<file path="config.mk">
export PLATFORM = sky130hd
export DESIGN_NAME = bch_enc_serial
export DESIGN_NICKNAME = d
export VERILOG_FILES = /design/src/rtl/bch_enc_serial.sv
export SDC_FILE = /design/constraint.sdc
export NUM_CORES = 1
export LEC_CHECK = 0
export BUFFER_PORTS_ARGS = -buffer_cell sky130_fd_sc_hd__buf_2
export CELL_PAD_IN_SITES_DETAIL_PLACEMENT = 0
export CELL_PAD_IN_SITES_GLOBAL_PLACEMENT = 1
export CORE_MARGIN = 2
export CORE_UTILIZATION = 30
export CTS_BUF_LIST = sky130_fd_sc_hd__clkbuf_2 sky130_fd_sc_hd__clkbuf_4 sky130_fd_sc_hd__clkbuf_8
export CTS_CLUSTER_SIZE = 40
export DETAILED_ROUTE_END_ITERATION = 8
export HOLD_SLACK_MARGIN = 0.03
export PLACE_DENSITY = 0.67
export SLEW_MARGIN = 10
export SYNTH_ARGS = -nofsm -noshare
export SYNTH_HDL_FRONTEND = slang
export SYNTH_SLANG_ARGS = --single-unit
</file>
<file path="constraint.sdc">
create_clock -name clk -period 1.21 [get_ports clk]
set_clock_uncertainty 0.05 [all_clocks]
set_input_delay 0.0605 -clock clk [delete_from_list [all_inputs] [get_ports clk]]
set_output_delay 0.0605 -clock clk [all_outputs]
set_load 0.05 [all_outputs]
</file>
<file path="src/rtl/bch_enc_serial.sv">
// Bit-serial systematic BCH encoder: forwards K message bits, then appends P parity bits from an LFSR.
// Optional abort port enabled by defining BCH_ENC_ABORT_EN.
module bch_enc_serial #(
  parameter int             K        = 7,
  parameter int             P        = 8,
  parameter logic [P-1:0]   GEN_POLY = 8'hD1
) (
  input  logic clk,
  input  logic reset,
  input  logic in_valid,
  input  logic in_bit,
  output logic in_ready,
  output logic out_valid,
  output logic out_bit,
  input  logic out_ready,
  output logic out_first,
  output logic out_last,
`ifdef BCH_ENC_ABORT_EN
  input  logic abort,
`endif
  output logic busy
);

  localparam int MAXKP = (K > P) ? K : P;
  localparam int CW    = $clog2(MAXKP + 1);

  localparam logic [0:0] ST_MSG = 1'b0;
  localparam logic [0:0] ST_PAR = 1'b1;

  logic [0:0]    r_state;
  logic [CW-1:0] r_cnt;
  logic [P-1:0]  r_lfsr;
  logic          r_out_valid;
  logic          r_out_bit;
  logic          r_out_first;
  logic          r_out_last;

  logic          w_abort;
  logic          w_adv;
  logic          w_accept;
  logic          w_fb;
  logic          w_msg_end;
  logic          w_par_end;
  logic [CW-1:0] w_cnt_inc;

`ifdef BCH_ENC_ABORT_EN
  assign w_abort = abort;
`else
  assign w_abort = 1'b0;
`endif

  // The holder may load a new bit when it is empty or being drained this cycle.
  assign w_adv     = !r_out_valid || out_ready;
  assign in_ready  = reset && !w_abort && (r_state == ST_MSG) && w_adv;
  assign w_accept  = in_valid && in_ready;
  assign w_fb      = in_bit ^ r_lfsr[P-1];
  assign w_msg_end = (r_cnt == CW'(K - 1));
  assign w_par_end = (r_cnt == CW'(P - 1));
  assign w_cnt_inc = r_cnt + CW'(1);

  assign busy      = reset && ((r_cnt != '0) || (r_state == ST_PAR));
  assign out_valid = r_out_valid;
  assign out_bit   = r_out_bit;
  assign out_first = r_out_first;
  assign out_last  = r_out_last;

  always_ff @(posedge clk) begin
    if (!reset) begin
      r_state     <= ST_MSG;
      r_cnt       <= '0;
      r_lfsr      <= '0;
      r_out_valid <= 1'b0;
      r_out_bit   <= 1'b0;
      r_out_first <= 1'b0;
      r_out_last  <= 1'b0;
    end else if (w_abort) begin
      r_state     <= ST_MSG;
      r_cnt       <= '0;
      r_lfsr      <= '0;
      r_out_valid <= 1'b0;
      r_out_first <= 1'b0;
      r_out_last  <= 1'b0;
    end else if (r_state == ST_MSG) begin
      if (w_accept) begin
        r_lfsr      <= (r_lfsr << 1) ^ (w_fb ? GEN_POLY : '0);
        r_out_bit   <= in_bit;
        r_out_first <= (r_cnt == '0);
        r_out_last  <= 1'b0;
        r_out_valid <= 1'b1;
        if (w_msg_end) begin
          r_cnt   <= '0;
          r_state <= ST_PAR;
        end else begin
          r_cnt   <= w_cnt_inc;
        end
      end else if (w_adv) begin
        r_out_valid <= 1'b0;
      end
    end else begin
      // Shifting out the MSB leaves the register all-zero after the last parity bit.
      if (w_adv) begin
        r_out_bit   <= r_lfsr[P-1];
        r_lfsr      <= r_lfsr << 1;
        r_out_valid <= 1'b1;
        r_out_first <= 1'b0;
        r_out_last  <= w_par_end;
        if (w_par_end) begin
          r_cnt   <= '0;
          r_state <= ST_MSG;
        end else begin
          r_cnt   <= w_cnt_inc;
        end
      end
    end
  end

endmodule
</file>
==> run_results.csv, run 1 <==
group,metric,value,unit
power,switching_share,0.3121,
finish,fin_nets,153,
route,ant_nets,0,
synthesis,syn_inst,108,
synthesis,synthArstFlopShare,0,
route,drt_iter0_drc,18,
critical_path,critPathKind,"flop to flop",
critical_path,rr_worst_depth,7,
hold_path,min_to,"out_valid$_SDFFE_PN0P_",
sta,finalHoldViolCount,0,
sta,fin_crit_sh,1.210,
synthesis,yosysWarnings,0,
finish,drive_gt1_frac,0.5105,
clock_tree,cts_root_buf,"clkbuf_4",
route,vias,967,
global_route,grt_pass1_vias,889,
clock_tree,cts_tree,"yes",
finish,synthToLayoutAreaGrowth,57.42,%
finish,antenna_cells,0,
place,dp_hpwl,1.612,mm
clock_tree,path_clk_slew,0.11,ns
critical_path,rrSetupSlack,-0.25,ns
run_status,violations,"negative setup slack",
critical_path,worst_ep_arrival_time,1.62,ns
finish,fin_area,1434,um^2
power,comb_power_share,0.276,
clock_tree,cts_buffers,3,
place,io_buffers,10,
floorplan,die_y,59.10,um
synthesis,syn-num-nets,117,
global_route,antenna_found_initial,0,
route,avgRoutedWirePerCell,15.55,um
sta,slew_viol_final,0,
clock_tree,clock_sinks,17,
route,firstDrtPassIters,4,
run_status,status,"finished with violations",
power,power.leakage,0.0005581,uW
synthesis,syn_area,910.9,um^2
sta,fmaxAchievable,0.6830,GHz
global_route,grt_max_degree,18,
floorplan,core,2829,um^2
power,pwr-share-seq,0.479,
synthesis,syn_area_per_cell,8.434,um^2
job,cap_viol_max_count,0,
sta,worstMarginPinSlew,0.3184,ns
power,p_switching,391.9,uW
finish,n_fill_cell,264,
hold_path,hold_path_depth,3,
critical_path,worst-path-max-fanout,4,
route,drc,0,
synthesis,synthFlopType,"dfxtp_1",
clock_tree,clock_latency,0.28,ns
floorplan,die_w,59.10,um
synthesis,ys_seq_area_frac,0.3736,
critical_path,critPathRequiredTime,1.36,ns
sta,fin_crit,1.464,ns
critical_path,rr_endpoint,"r_cnt[3]$_SDFFE_PN0P_",
synthesis,synth_edf_count,0,
hold_path,hp-start,"in_valid",
sta,setup-violations-final,10,
route,wirelength,2.705,mm
route,routed_via_density,5.557,
floorplan,start_util,0.3220,
clock_tree,clockBufferDepth,2,
power,p_int,863.8,uW
critical_path,cp-end-kind,"flop",
clock_tree,htreeDepth,1,
floorplan,rows,19,
power,clkPwrFrac,0.244,
floorplan,boundaryPins,11,
floorplan,floorplan.die_area,3493,um^2
hold_path,min_path_type,"input pin to flop",
sta,setup_slack,-0.2540,ns
power,ir_worst_vdd,0.0004865,V
sta,slew_headroom,0.7868,
sta,whs,0.06682,ns
power,p_per_area,875.7,nW/um^2
sta,rsz0062_at_grt,"true",
synthesis,yosysUniqueCellTypes,37,
global_route,grt_pass1_wl,4.153,mm
critical_path,r2r-start,"r_cnt[0]$_SDFFE_PN0P_",
synthesis,ys_ff_latch,17,
global_route,overflow,0,
place,gp_congestion,0.7927,
global_route,track_usage,0.1606,
critical_path,start_kind,"flop",
place,place_area,1120,um^2
sta,setup-tns-final,-1.105,ns
## area by class of cell
| type | instances | area, um^2 | share of cell area |
|---|---|---|---|
| well taps | 31 | 38.79 | 0.02705 |
| multi-input cells | 79 | 684.4 | 0.4773 |
| inverters | 4 | 15.01 | 0.01047 |
| flip-flops and latches | 17 | 349.1 | 0.2435 |
| clock buffers | 3 | 22.52 | 0.01571 |
| clock inverters | 1 | 5.005 | 0.003490 |
| repair buffers | 39 | 319.1 | 0.2225 |
## metal layers
metal	wire, um	part of all wire	track usage
met2	1325	0.49	0.2603
met3	124	0.046	0.02620
met5	0	0	0
met4	45	0.017	0.07143
met1	1209	0.45	0.2094
## placed cells by master (no fill, tap or decap), types with 2 or more instances in the layout
cell type	netlist	layout
nand2_1	4	4
nor2_1	4	2
nor2_2	1	2
a311oi_1	3	2
nor2b_1	2	2
ha_4	0	4
dfxtp_2	0	4
o21ai_0	9	9
mux2i_1	2	2
dfxtp_1	17	12
nand2b_1	2	2
nor4_4	0	2
clkbuf_4	0	3
buf_6	1	7
inv_2	1	3
nand3_1	9	7
nand4_1	2	2
and3_1	2	2
a21oi_1	10	9
o21a_1	3	3
a21oi_2	1	2
buf_4	2	20
buf_2	2	9
or3_1	3	3
## kinds of logic after synthesis
group           share of synthesized area
buf+inv                           0.07004
xor+xnor                         0.009617
simple gates                       0.2184
compound gates                     0.2514
fa+ha+maj                         0.05495
mux                               0.02198
flops                              0.3736
## cell usage after synthesis, types with 3 or more instances
library cell / n / area share
nand3_1: 9 / 0.049
a21oi_1: 10 / 0.055
o21a_1: 3 / 0.025
a311oi_1: 3 / 0.029
nand2_1: 4 / 0.016
dfxtp_1: 17 / 0.37
ha_1: 4 / 0.055
nor2_1: 4 / 0.016
o21ai_0: 9 / 0.049
or3_1: 3 / 0.021
inv_1: 3 / 0.012
## state kept, by name (all words and copies together) (netlist names)
signal     flops
r_lfsr         8
r_state        1
out_last       1
out_bit        1
out_first      1
out_valid      1
r_cnt          4
## power by group through the flow
stage / Combinational (uW) / Clock [uW] / Sequential, uW
2_1_floorplan: 151 / 0 / 636
3_3_place_gp: 250 / 0 / 611
3_5_place_dp: 253 / 0 / 613
4_1_cts: 299 / 312 / 600
5_1_grt: 369 / 343 / 605
6_report: 347 / 307 / 602
## repair_timing
action	4_1_cts	5_1_grt
pin swaps	13	7
hold endpoints to repair	2	0
cloned	0	1
endpoints found under the setup margin	9	16
hold buffers	1	0
buffers inserted	5	7
resized for setup	21	16
## critical path: stages (launching register included)
cell and delay (ns):
dfxtp_2 0.35, inv_2 0.05, buf_4 0.13, buf_6 0.11, ha_4 0.17, mux2i_1 0.17, o21ai_1 0.14, o31ai_1 0.22
## through the flow
step / setup WS (ns) / power, uW / util / instances
final: -0.2540 / 1256 / 0.5069 / 174
after global routing: -0.2837 / 1318 / 0.5069 / 174
after CTS: -0.1778 / 1211 / 0.4538 / 166
after detailed placement: -0.1093 / 865.6 / 0.3958 / 157
after global placement: -0.08558 / 860.4 / 0.3958 / 157
after floorplan: -0.05982 / 787.9 / - / 108
## worst max path at each step
stage / from / endpoint / cells after the start
2_1_floorplan: out_valid$_SDFFE_PN0P_ / in_ready / 3
3_3_place_gp: r_cnt[1]$_SDFFE_PN0P_ / busy / 6
3_5_place_dp: r_cnt[1]$_SDFFE_PN0P_ / busy / 6
4_1_cts: r_cnt[1]$_SDFFE_PN0P_ / busy / 5
5_1_grt: r_state$_SDFF_PN0_ / busy / 4
6_report: r_cnt[0]$_SDFFE_PN0P_ / r_cnt[3]$_SDFFE_PN0P_ / 7
(Power assumes the default switching activity.)
==> inputs of run 2 (changes only) <==
REMOVE_ABC_BUFFERS = 1   (was unset)
==> run 2 against run 1 <==
Effect of this change: the flow still finishes with violations (negative setup slack); die area stayed put; cell count is 2.9% higher; sequential power hardly changed; first-iteration DRC count is 5.6% lower; clock-buffer cell count stayed put; sequential cell count stayed put; critical endpoint is now busy; combinational power is 5.8% higher; utilization is 1.6 points higher.
==> run_results.csv, run 2 (synthesis gave the netlist of run 1 again) <==
group,metric,value,unit
run_status,status,"finished with violations",
run_status,violations,"negative setup slack",
finish,fin_nets,158,
global_route,grt_pass1_wl,4.374,mm
route,routed_via_density,5.553,
clock_tree,htreeDepth,1,
global_route,track_usage,0.1646,
finish,largest_register_ffs,8,
hold_path,min_to,"out_bit$_SDFFE_PN0P_",
critical_path,critPathSlowestCell,"dfxtp_2",
sta,whs,0.06364,ns
place,pre_cts_ws,-0.1346,ns
power,finalPower,1301,uW
route,ant_nets,0,
sta,fin_crit_sh,1.160,
sta,slew_viol_final,0,
clock_tree,clock_sinks,17,
route,firstDrtPassIters,4,
floorplan,boundaryPins,11,
floorplan,start_util,0.3220,
sta,fin_crit,1.404,ns
place,dp_hpwl,1.596,mm
route,wirelength,2.741,mm
sta,worstMarginPinSlew,0.3252,ns
route,avgRoutedWirePerCell,15.31,um
sta,setup_slack,-0.1941,ns
floorplan,floorplan.die_area,3493,um^2
finish,fin_area,1479,um^2
sta,finalHoldViolCount,0,
finish,antenna_cells,0,
critical_path,critPathKind,"flop to primary output",
critical_path,path_cells,"inv_2, ha_4, nor4b_4, nor2_1, buf_6",
finish,largestRegisters,"r_lfsr x8, r_cnt x4",
critical_path,worst-path-max-fanout,2,
critical_path,critPathMaxStageDelay,0.34,ns
finish,drive_gt1_frac,0.5068,
clock_tree,path_clk_slew,0.12,ns
floorplan,die_y,59.10,um
route,drc,0,
floorplan,die_w,59.10,um
sta,slew_headroom,0.7821,
global_route,antenna_found_initial,0,
sta,fmaxAchievable,0.7122,GHz
critical_path,rrSetupSlack,-0.18,ns
sta,setup-violations-final,10,
finish,mostFrequentLayoutCells,"buf_4 (21), dfxtp_1 (13), buf_6 (11)",
finish,top_register,"r_lfsr",
route,drt_iter0_drc,17,
critical_path,rr_worst_depth,7,
critical_path,rr_endpoint,"r_state$_SDFF_PN0_",
power,power.leakage,0.0005831,uW
critical_path,r2r-start,"r_cnt[0]$_SDFFE_PN0P_",
clock_tree,cts_tree,"yes",
clock_tree,clockBufferDepth,2,
critical_path,cp_num_buf_inv,2,
place,place_area,1114,um^2
critical_path,start_kind,"flop",
floorplan,rows,19,
clock_tree,cts_buffers,3,
place,io_buffers,10,
critical_path,cp-end-kind,"primary output",
hold_path,hold_path_depth,3,
hold_path,min_path_type,"input pin to flop",
critical_path,crit_family,"flip-flops",
clock_tree,clock_latency,0.30,ns
power,p_per_area,879.6,nW/um^2
critical_path,critPathRequiredTime,1.10,ns
finish,fin_util,0.5228,
finish,mostFrequentLayoutCell,"buf_4",
finish,synthToLayoutAreaGrowth,62.36,%
finish,seq_area,345.3,um^2
job,cap_viol_max_count,0,
global_route,grt_pass1_vias,927,
route,vias,994,
critical_path,worst_ep_arrival_time,1.29,ns
hold_path,hp-start,"in_bit",
global_route,grt_max_degree,18,
global_route,overflow,0,
finish,multi_input_area,685.7,um^2
sta,rsz0062_at_grt,"true",
clock_tree,cts_root_buf,"clkbuf_4",
finish,n_fill_cell,264,
floorplan,core,2829,um^2
place,gp_congestion,0.7877,
power,ir_worst_vdd,0.0004180,V
[run 2: changes by cell type in the layout (fill, tap and decap cells not counted), sizes merged]
cell,previous run,this run
buf,38,42
dlygate4sd3,1,2
[run 2: per-stage QoR]
stage / instances / setup TNS (ns)
after floorplan: 100 / -5.465
after global placement: 161 / -0.1911
after global routing: 179 / -2.091
final: 179 / -1.268
after detailed placement: 161 / -0.5886
after CTS: 177 / -0.7786
[run 2: what timing repair did]
action	4_1_cts	5_1_grt
gates resized for setup	29	24
buffers inserted	9	2
hold buffers	2	0
endpoints found under the hold margin	1	0
setup endpoints to repair	12	18
gates cloned	1	0
pin swaps	15	18
[run 2: report_power, final]
| part | internal, uW | total [uW] | switching (uW) |
|---|---|---|---|
| Sequential | 585 | 601 | 16.0 |
| Combinational | 174 | 367 | 193 |
| Clock | 123 | 332 | 209 |
[run 2: metal layers]
layer / track usage / part of all wire / vias to the layer above
met2: 0.2492 / 0.46 / 24
met1: 0.2265 / 0.48 / 484
met5: 0 / 0 / -
met4: 0.08766 / 0.024 / 0
li1: - / - / 481
met3: 0.02183 / 0.032 / 5
[run 2: worst max-delay path by stage]
stage,start,end,slack [ns],depth (start not counted)
finish,r_cnt[1]$_SDFFE_PN0P_,busy,-0.19,5
global route,r_cnt[1]$_SDFFE_PN0P_,busy,-0.27,5
CTS,r_cnt[1]$_SDFFE_PN0P_,busy,-0.20,5
detailed placement,r_cnt[0]$_SDFFE_PN0P_,out_first$_SDFFE_PN0P_,-0.13,5
global placement,r_cnt[0]$_SDFFE_PN0P_,r_cnt[3]$_SDFFE_PN0P_,-0.05,5
floorplan,out_valid$_SDFFE_PN0P_,in_ready,-0.72,2
[run 2: worst min-delay path, stage by stage]
cell	delay, ns
buf_2	0.12
mux2i_1	0.12
a211oi_1	0.08
[run 2: cell type report]
class	count	area share
inverters	4	0.01015
clock inverters	1	0.003384
repair buffers	44	0.2479
well taps	31	0.02623
flip-flops and latches	17	0.2335
multi-input cells	79	0.4636
clock buffers	3	0.01523
==> inputs of run 3 (changes only) <==
ABC_AREA = 1   (was unset)
CELL_PAD_IN_SITES_DETAIL_PLACEMENT = 1   (was 0)
CELL_PAD_IN_SITES_GLOBAL_PLACEMENT = 2   (was 1)
CORE_UTILIZATION = 29   (was 30)
PLACE_DENSITY = 0.82   (was 0.67)
==> run 3 against run 2 <==
Effect of this change: final area decreased by 7.7%; die area increased by 3.7%; critical path depth increased by 1; sequential power increased by 1%; largest power group unchanged; cell count increased by 21%; sequential cell count unchanged; the flow still finishes with violations (negative setup slack); maximum frequency increased by 4.8%.
==> run_results.csv, run 3 <==
group,metric,value,unit
synthesis,yosysTopAreaCellShare,0.3716,
place,gp_congestion,0.7585,
global_route,track_usage,0.1696,
route,wirelength,2.890,mm
clock_tree,clock_latency,0.30,ns
critical_path,worst-path-max-fanout,2,
sta,slew_headroom,0.8297,
synthesis,yosysUniqueCellTypes,21,
run_status,status,"finished with violations",
finish,synthToLayoutAreaGrowth,49.04,%
synthesis,ys_seq_area_frac,0.3716,
clock_tree,clockBufferDepth,2,
synthesis,syn_inst,134,
power,ir_worst_vdd,0.0006217,V
route,drc,0,
synthesis,synthSimpleGateAreaFrac,0.3648,
power,clkPwrFrac,0.264,
job,cap_viol_max_count,0,
synthesis,synth_compound_area_frac,0.1011,
sta,whs,0.1320,ns
synthesis,syn_area,915.9,um^2
synthesis,synth_edf_count,0,
critical_path,crit_family,"flip-flops",
synthesis,yosysWarnings,0,
power,p_per_area,955.9,nW/um^2
clock_tree,cts_root_buf,"clkbuf_4",
route,routed_via_density,4.481,
critical_path,cp-end-kind,"primary output",
sta,setup_slack,-0.1297,ns
route,drt_iter0_drc,14,
sta,finalHoldViolCount,0,
place,io_buffers,10,
critical_path,critPathRequiredTime,1.10,ns
critical_path,start_kind,"flop",
global_route,grt_max_degree,14,
route,avgRoutedWirePerCell,13.38,um
sta,setup-violations-final,9,
critical_path,critPathSlowestCell,"dfxtp_2",
finish,fin_nets,182,
synthesis,synth_mux_area_frac,0,
critical_path,path_cells,"inv_2, ha_4, nand3_4, nor2_4, nor2_2, buf_6",
floorplan,rows,20,
sta,worstMarginPinSlew,0.2528,ns
finish,top_register,"r_lfsr",
sta,fin_crit,1.340,ns
synthesis,synth_adder_area_share,0.05464,
sta,fin_crit_sh,1.107,
critical_path,worst_ep_arrival_time,1.23,ns
floorplan,boundaryPins,11,
finish,multi_input_area,568.0,um^2
run_status,violations,"negative setup slack",
synthesis,synth_top_family_by_area,"simple AND/OR/NAND/NOR gates",
power,p_int,891.0,uW
sta,rsz0062_at_grt,"true",
clock_tree,htreeDepth,1,
critical_path,cp_num_buf_inv,2,
power,p_switching,413.8,uW
finish,mostFrequentLayoutCell,"nand2_1",
finish,largestRegisters,"r_lfsr x8, r_cnt x4",
sta,setup-tns-final,-0.7057,ns
finish,drive_gt1_frac,0.4244,
synthesis,syn_area_per_cell,6.835,um^2
synthesis,synth_common_cells,"nand2_1 (34), nor2_1 (24), dfxtp_1 (17), inv_1 (16), nand3_1 (9)",
clock_tree,postCtsHoldBufs,0,
clock_tree,cts_buffers,3,
place,dp_hpwl,1.820,mm
finish,largest_register_ffs,8,
power,pwr-share-seq,0.468,
synthesis,ys_top_cells_by_area,"dfxtp_1 (37%), nand2_1 (14%), nor2_1 (9.8%)",
synthesis,synthArstFlopShare,0,
finish,seq_area,349.1,um^2
route,ant_nets,0,
synthesis,ys_ff_latch,17,
floorplan,start_util,0.3025,
hold_path,min_path_type,"input pin to flop",
sta,fmaxAchievable,0.7464,GHz
route,vias,968,
global_route,antenna_found_initial,0,
power,power.leakage,0.0006562,uW
critical_path,critPathKind,"flop to primary output",
sta,slew_viol_final,0,
synthesis,synth-xor-area-share,0,
route,firstDrtPassIters,4,
synthesis,synth_most_common_cell,"nand2_1",
finish,n_fill_cell,392,
floorplan,die_w,60.20,um
clock_tree,cts_tree,"yes",
global_route,overflow,0,
global_route,grt_pass1_vias,1008,
clock_tree,clock_sinks,17,
floorplan,die_y,60.20,um
place,place_area,1125,um^2
finish,fin_area,1365,um^2
clock_tree,path_clk_slew,0.11,ns
finish,mostFrequentLayoutCells,"nand2_1 (31), buf_4 (23), nor2_1 (19)",
floorplan,floorplan.die_area,3623,um^2
synthesis,synthFlopType,"dfxtp_1",
critical_path,critPathMaxStageDelay,0.36,ns
power,finalPower,1305,uW
power,switching_share,0.3171,
power,comb_power_share,0.268,
floorplan,core,3028,um^2
finish,antenna_cells,0,
synthesis,yosys.area.top_type,"dfxtp_1",
global_route,grt_pass1_wl,4.498,mm
## run 3: changes by cell type after synthesis, moves of 3 or more
cell / previous run / this run
nand2_1: 4 / 34
nor2_1: 4 / 24
inv_1: 3 / 16
o21ai_0: 9 / 4
a21oi_1: 10 / 6
o21ai_1: 1 / 5
a311oi_1: 3 / 0
o21a_1: 3 / 0
or3_1: 3 / 0
## run 3: routing by layer
| layer | global-route usage | vias up | wire [um] |
|---|---|---|---|
| met4 | 0.06349 | 0 | 29 |
| met5 | 0 | - | 0 |
| met1 | 0.1771 | 456 | 1224 |
| li1 | - | 492 | - |
| met3 | 0.04329 | 4 | 90 |
| met2 | 0.3199 | 16 | 1546 |
## run 3: final cells by class
cell class | count | area share
well taps | 44 | 0.04033
flip-flops and latches | 17 | 0.2557
inverters | 18 | 0.05133
clock buffers | 4 | 0.02200
repair buffers | 37 | 0.2145
multi-input cells | 96 | 0.4161
## run 3: logic make-up (layout without fill, tap and decap cells)
family	Yosys count	after routing
simple gates	75	75
buf+inv	21	59
compound gates	17	17
flops	17	17
fa+ha+maj	4	4
## run 3: path summary, 6_finish.rpt
check | start | to | slack [ns] | cells past startpoint
worst min-delay path | reset | out_valid$_SDFFE_PN0P_ | 0.13 | 4
worst max-delay path | r_cnt[1]$_SDFFE_PN0P_ | busy | -0.13 | 6
worst max register to register | r_cnt[0]$_SDFFE_PN0P_ | r_cnt[0]$_SDFFE_PN0P_ | -0.12 | 9
worst min register to register | out_last$_SDFFE_PN0P_ | out_last$_SDFFE_PN0P_ | 0.42 | 2
## run 3: tightest hold or removal path: stages
cell and delay [ns]:
buf_2 0.12, inv_2 0.07, buf_4 0.15, a21oi_1 0.05
## run 3: power by group through the flow
| stage | clock (uW) | combinational, uW | sequential [uW] |
|---|---|---|---|
| 6_report | 345 | 350 | 610 |
| 5_1_grt | 384 | 379 | 614 |
| 4_1_cts | 357 | 308 | 608 |
| 3_5_place_dp | 0 | 257 | 623 |
| 3_3_place_gp | 0 | 248 | 622 |
| 2_1_floorplan | 0 | 140 | 644 |
## run 3: timing repair
action / in CTS / in global routing
setup buffers: 5 / 4
pin swaps: 6 / 4
endpoints found under the setup margin: 18 / 18
endpoints found under the hold margin: 0 / 0
gates resized for setup: 29 / 13
## run 3: per-stage QoR
step | instances | worst slack, ns | utilization
after detailed placement | 203 | -0.1419 | 0.3715
after floorplan | 131 | -0.3523 | -
after global routing | 216 | -0.1989 | 0.4508
final | 216 | -0.1297 | 0.4508
after global placement | 203 | -0.09990 | 0.3715
after CTS | 212 | -0.1674 | 0.4240
